==> config.mk <==
export PLATFORM = sky130hd
export DESIGN_NAME = fpu_addlane_scheduler
export DESIGN_NICKNAME = d
export VERILOG_FILES = /design/src/rtl/fpu_pkg.sv /design/src/rtl/fpu_tag_pipe.sv /design/src/rtl/fpu_addlane_scheduler.sv
export SDC_FILE = /design/constraint.sdc
export NUM_CORES = 1
export LEC_CHECK = 0
export CORE_UTILIZATION = 35
export DETAILED_ROUTE_END_ITERATION = 6
export GPL_TIMING_DRIVEN = 0
export PLACE_DENSITY = 0.74
export SYNTH_ARGS = -nofsm -noshare
export SYNTH_HDL_FRONTEND = slang
export SYNTH_SLANG_ARGS = --single-unit
==> constraint.sdc <==
create_clock -name clk -period 1.8 [get_ports clk]
set_clock_uncertainty 0.2 [all_clocks]
set_input_delay 0.27 -clock clk [delete_from_list [all_inputs] [get_ports clk]]
set_output_delay 0.27 -clock clk [all_outputs]
set_load 0.03 [all_outputs]
==> src/rtl/fpu_pkg.sv <==
// fpu_pkg: shared widths, opcode encodings and the in-flight tag type for the FP16 add lane
package fpu_pkg;
    localparam int MAN_W = 2 * 9 + 4;
    localparam int EXP_W = 4 + 1;
    localparam logic [1:0] OP_ADD = 2'b01;
    localparam logic [1:0] OP_SUB = 2'b10;
    typedef struct packed {
        logic valid;
        logic id;
    } tag_t;
endpackage

==> src/rtl/fpu_tag_pipe.sv <==
// fpu_tag_pipe: LAT-deep shift register of requester tags that tracks the lane latency
module fpu_tag_pipe
    import fpu_pkg::*;
#(
    parameter int LAT = 3
) (
    input  logic clk,
    input  logic rst_l,
    input  logic en,
    input  tag_t din,
    output tag_t dout,
    output logic any_valid
);
    tag_t pipe [LAT];

    always_ff @(posedge clk) begin
        if (!rst_l) begin
            for (int i = 0; i < LAT; i++) pipe[i] <= '0;
        end else if (en) begin
            pipe[0] <= din;
            for (int i = 1; i < LAT; i++) pipe[i] <= pipe[i-1];
        end
    end

    always_comb begin
        any_valid = 1'b0;
        for (int i = 0; i < LAT; i++) any_valid = any_valid | pipe[i].valid;
    end

    assign dout = pipe[LAT-1];
endmodule

==> src/rtl/fpu_addlane_scheduler.sv <==
// fpu_addlane_scheduler: arbitrates FADD/FSUB and FMADD requesters onto the shared add lane and steers results back
module fpu_addlane_scheduler
    import fpu_pkg::*;
#(
    parameter int man = 9,
    parameter int exp = 4,
    parameter int LAT = 3,
    parameter int STARVE_MAX = 3
) (
    input  logic              clk,
    input  logic              rst_l,
    input  logic              lane_en,
    input  logic              r0_valid,
    output logic              r0_ready,
    input  logic              r0_sign_a,
    input  logic              r0_sign_b,
    input  logic [exp:0]      r0_exp_a,
    input  logic [exp:0]      r0_exp_b,
    input  logic [2*man+3:0]  r0_man_a,
    input  logic [2*man+3:0]  r0_man_b,
    input  logic [1:0]        r0_opcode,
    input  logic              r1_valid,
    output logic              r1_ready,
    input  logic              r1_sign_a,
    input  logic              r1_sign_b,
    input  logic [exp:0]      r1_exp_a,
    input  logic [exp:0]      r1_exp_b,
    input  logic [2*man+3:0]  r1_man_a,
    input  logic [2*man+3:0]  r1_man_b,
    input  logic [1:0]        r1_opcode,
    output logic              lane_valid,
    output logic              lane_sign_a,
    output logic              lane_sign_b,
    output logic [exp:0]      lane_exp_a,
    output logic [exp:0]      lane_exp_b,
    output logic [2*man+3:0]  lane_man_a,
    output logic [2*man+3:0]  lane_man_b,
    output logic [1:0]        lane_opcode,
    input  logic              lane_res_sign,
    input  logic [exp:0]      lane_res_exp,
    input  logic [2*man+3:0]  lane_res_man,
    input  logic [2:0]        lane_res_grs,
    output logic              rsp0_valid,
    output logic              rsp1_valid,
    output logic              rsp_sign,
    output logic [exp:0]      rsp_exp,
    output logic [2*man+3:0]  rsp_man,
    output logic [2:0]        rsp_grs,
    output logic              err0,
    output logic              err1,
    output logic              busy
);
    localparam int SW = $clog2(STARVE_MAX + 1);

    logic [SW-1:0] starve_cnt;
    logic          grant0, grant1, legal_op, issue, tags_busy;
    logic [1:0]    win_op;
    tag_t          tail;

    // r1 normally wins a tie; r0 is forced through once it has lost STARVE_MAX times in a row
    always_comb begin
        grant1   = r1_valid & ~(r0_valid & (starve_cnt == SW'(STARVE_MAX)));
        grant0   = r0_valid & ~grant1;
        r0_ready = rst_l & lane_en & grant0;
        r1_ready = rst_l & lane_en & grant1;
        win_op   = grant1 ? r1_opcode : r0_opcode;
        legal_op = (win_op == OP_ADD) | (win_op == OP_SUB);
        issue    = (grant0 | grant1) & legal_op;
        busy     = lane_valid | tags_busy | rsp0_valid | rsp1_valid;
    end

    fpu_tag_pipe #(.LAT(LAT)) u_tag_pipe (
        .clk       (clk),
        .rst_l     (rst_l),
        .en        (lane_en),
        .din       ('{valid: issue, id: grant1}),
        .dout      (tail),
        .any_valid (tags_busy)
    );

    always_ff @(posedge clk) begin
        if (!rst_l) begin
            starve_cnt  <= '0;
            lane_valid  <= 1'b0;
            lane_sign_a <= 1'b0;
            lane_sign_b <= 1'b0;
            lane_exp_a  <= '0;
            lane_exp_b  <= '0;
            lane_man_a  <= '0;
            lane_man_b  <= '0;
            lane_opcode <= '0;
            rsp0_valid  <= 1'b0;
            rsp1_valid  <= 1'b0;
            rsp_sign    <= 1'b0;
            rsp_exp     <= '0;
            rsp_man     <= '0;
            rsp_grs     <= '0;
            err0        <= 1'b0;
            err1        <= 1'b0;
        end else begin
            // ready already folds in lane_en, so a stall can never raise an error pulse
            err0       <= r0_ready & ~legal_op;
            err1       <= r1_ready & ~legal_op;
            rsp0_valid <= lane_en & tail.valid & ~tail.id;
            rsp1_valid <= lane_en & tail.valid & tail.id;
            if (lane_en) begin
                starve_cnt <= (r0_valid & ~grant0)
                    ? ((starve_cnt == SW'(STARVE_MAX)) ? starve_cnt : starve_cnt + 1'b1) : '0;
                lane_valid <= issue;
                if (issue) begin
                    lane_sign_a <= grant1 ? r1_sign_a : r0_sign_a;
                    lane_sign_b <= grant1 ? r1_sign_b : r0_sign_b;
                    lane_exp_a  <= grant1 ? r1_exp_a  : r0_exp_a;
                    lane_exp_b  <= grant1 ? r1_exp_b  : r0_exp_b;
                    lane_man_a  <= grant1 ? r1_man_a  : r0_man_a;
                    lane_man_b  <= grant1 ? r1_man_b  : r0_man_b;
                    lane_opcode <= win_op;
                end
                if (tail.valid) begin
                    rsp_sign <= lane_res_sign;
                    rsp_exp  <= lane_res_exp;
                    rsp_man  <= lane_res_man;
                    rsp_grs  <= lane_res_grs;
                end
            end
        end
    end
endmodule

==> results.md <==
- Status: finished, violations left
- Failing checks: negative setup slack
- Die H: approximately 120 um
- FILL cells: between 1,000 and 1,500
- Hold buffer count at CTS: 0
- Routed wire length: ~14,000 um
- First-pass iteration count of the detailed router: 4
- Post-DP Area: between 7000 and 8000 um2
- Worst reg-to-reg path cell count: 9
- DR vias/cell: around 4.7
- RR Endpoint: lane_man_a[7]
- Clk slew on worst S/H paths: ~0.07 ns
- Syn avg cell area: between 9 and 10 um2
- CTS tree: built
- Die width: about 120 um
- H-Tree Depth: 3
- I/O pin total: around 250
- CTS Sinks: 102
- FF-to-FF setup slack: -0.22 ns
- Later-pin clock latency in the skew report: 0.33 ns
- WHS Endpoint: rsp0_valid
- First-pass GRT wire length: 21,690 um
- Max Used Layer: met4
- Tightest Hold Check Type: register to register
- Iter 0 DRT Violations: 112
- Worst r2r src: starve_cnt[1]
- Max cap viols: 0
- Metal2 WL: 7234 um
- CP endpoint kind: register
- Min-delay src: u_tag_pipe.pipe[0][4]
- Cell Rows: between 40 and 50
- Peak VDD IR: ~540 uV
- Number of synthesized flops with an enable pin: 6
- Main synth FF type: dfxtp_1
- Wl on met1: 5608 um
- P_sw: ~0.0015 W
- Ys async rst share: 0
- Fmax: ~0.49 GHz
- Crit path time final: 2.023 ns
- ANT nets after route: 0
- Largest net degree at the start of global routing: 18
- Arrival time worst endpoint: 2.09 ns
- Drt drc: 0
- HPWL Detailed: between 10,000 and 15,000 um
- Wire per inst: between 10 and 15 um
- Leakage: approximately 3.4 nW
- Final setup fails: 60
- Gr usage total: 0.2077
- Layout cells sized above 1: 0.1137
- Synthesized net count: 656
- Cell-internal power: about 0.0042 W
- Power density over the cells: approximately 730 nW/um2
- Finished Cell Area: 7851 um2
- Comb power frac: 0.232
- Slew margin rel.: 0.6256
- Initial Utilization: 0.3601
- Flop pwr share: 0.427
- Fin crit share: 1.124
- Core area: ~13,000 um2
- Synthesis-to-finish area growth: 72.06%
- Commonest non-fill, non-tap cell in the layout: nand2_1
- Crit-path max FO: 6
- Commonest non-fill, non-tap cells in the layout: 179 x nand2_1, 148 x clkdlybuf4s50_1, 96 x dlygate4sd2_1
- Cells after synthesis: ~500
- CP Class: register to register
- Startpoint class of the critical path: register
- Die footprint: roughly 13,000 um2
- TritonCTS buffer count: 9
- Clock power share: 0.341
- Root Driver: clkbuf_16
- Ys Warns: 0
- Unrepaired setup endpoints after global routing: true
- Synth Cell Area: 4563 um2
- Switching share of power: 0.2668
- Via count: roughly 4,500
- Min Hold Slack: 0.2441 ns
- FF+latch count, synth: approximately 100
- Measured slew at the worst slew-check pin: roughly 0.56 ns
- Grt ovf: 0
- Setup WS post-layout: -0.2232 ns
- Initial antenna violation count: 1
- Clock Path Buffers: 2
- Worst Setup SP: starve_cnt[1]
- Yosys cell types: 31
- Gpl congestion: approximately 0.76
- Final Hold Vio Count: 0
- Worst Hold Depth: 1
- Sequential-to-total area share from yosys stat: 0.4607
- Final Max Tran Viols: 0
- Met3 wire length: about 1200 um
- Post-route core utilization: 0.6196
- IO Port Bufs: about 250
- Worst EP required: approximately 1.9 ns
- Vias in the first global route: ~4,500
- Nets: about 930
[worst max-delay path by stage]
stage / endpoint / slack [ns] / depth (start not counted)
floorplan: u_tag_pipe.pipe[0][1] / -0.04 / 8
global placement: r1_ready / -0.99 / 6
detailed placement: r1_ready / -1.01 / 6
CTS: lane_man_b[16] / -0.19 / 8
global route: lane_man_a[21] / -0.29 / 9
finish: lane_man_a[7] / -0.22 / 9
[repair_timing]
item | CTS | global route
pin swaps | 5 | 3
gates resized for setup | 148 | 12
setup endpoints to repair | 187 | 91
cloned | 2 | 3
buffers inserted | 12 | 3
[cell families after synthesis]
logic type | share of synthesized area
AO/OA/AOI/OAI | 0.05320
AND/OR/NAND/NOR | 0.1785
adder cells (fa/ha/maj) | 0.002742
multiplexers | 0.2610
XOR/XNOR | 0.001920
buffers and inverters | 0.04195
flip-flops | 0.4607
[critical path, cell delays in order (launching register included)]
cell and delay [ns]:
dfxtp_2 0.34, ha_4 0.16, a21boi_2 0.13, buf_6 0.14, buf_6 0.10, nor2_4 0.03, a311oi_4 0.26, buf_6 0.24
clkbuf_16 0.17, mux2i_1 0.18
[layer usage]
metal / vias up / track usage
met5: - / 0
met4: 0 / 0.05556
met3: 14 / 0.07058
met2: 161 / 0.3933
met1: 2081 / 0.2175
li1: 2225 / -
[sequential cells by signal, indices dropped and copies added (netlist names)]
register	count
lane_man_a	22
lane_man_b	22
rsp_man	22
u_tag_pipe.pipe	6
lane_exp_a	5
lane_exp_b	5
rsp_exp	5
rsp_grs	3
lane_opcode	2
starve_cnt	2
err0	1
err1	1
lane_sign_a	1
lane_sign_b	1
lane_valid	1
rsp0_valid	1
rsp1_valid	1
rsp_sign	1
[power groups by stage]
stage,logic [W],registers [W],clock network (W)
2_1_floorplan,0.000420,0.00272,0
3_3_place_gp,0.00127,0.00250,0
3_5_place_dp,0.00130,0.00251,0
4_1_cts,0.00131,0.00246,0.00201
5_1_grt,0.00143,0.00247,0.00210
6_report,0.00134,0.00246,0.00196
[synthesized netlist by cell type (2+ instances only)]
cell type | n | share of area
a21oi_1 | 33 | 0.036
and2_1 | 2 | 0.0027
and3_1 | 8 | 0.011
buf_2 | 9 | 0.0099
buf_4 | 2 | 0.0033
buf_6 | 2 | 0.0049
clkbuf_1 | 25 | 0.021
dfxtp_1 | 96 | 0.42
edfxtp_1 | 6 | 0.039
inv_1 | 3 | 0.0025
mux2_1 | 31 | 0.077
mux2_2 | 25 | 0.062
mux2i_1 | 56 | 0.12
nand2_1 | 179 | 0.15
nand2b_1 | 5 | 0.0069
nor2_1 | 3 | 0.0025
nor3_1 | 2 | 0.0022
o2bb2ai_1 | 2 | 0.0038
o32ai_1 | 2 | 0.0038
[stage by stage]
step	instances	setup slack [ns]	setup TNS, ns	total power [W]
2_1_floorplan	503	-0.04356	-1.095	0.003136
3_3_place_gp	922	-0.9925	-53.21	0.003778
3_5_place_dp	922	-1.014	-59.44	0.003805
4_1_cts	950	-0.1922	-9.248	0.005776
5_1_grt	956	-0.2911	-15.56	0.006000
6_report	956	-0.2232	-10.51	0.005752
[cell type report]
type	count	area (um2)	area share
plain buffers	36	255.2	0.03251
repair buffers	266	2621	0.3339
clock buffers	11	242.7	0.03092
well taps	172	215.2	0.02741
multi-input cells	359	2335	0.2974
clock inverters	5	60.06	0.007649
flip-flops and latches	102	2105	0.2680
inverters	4	15.01	0.001912
diodes	1	2.502	0.0003187
Power figures use the tool's default switching activity.
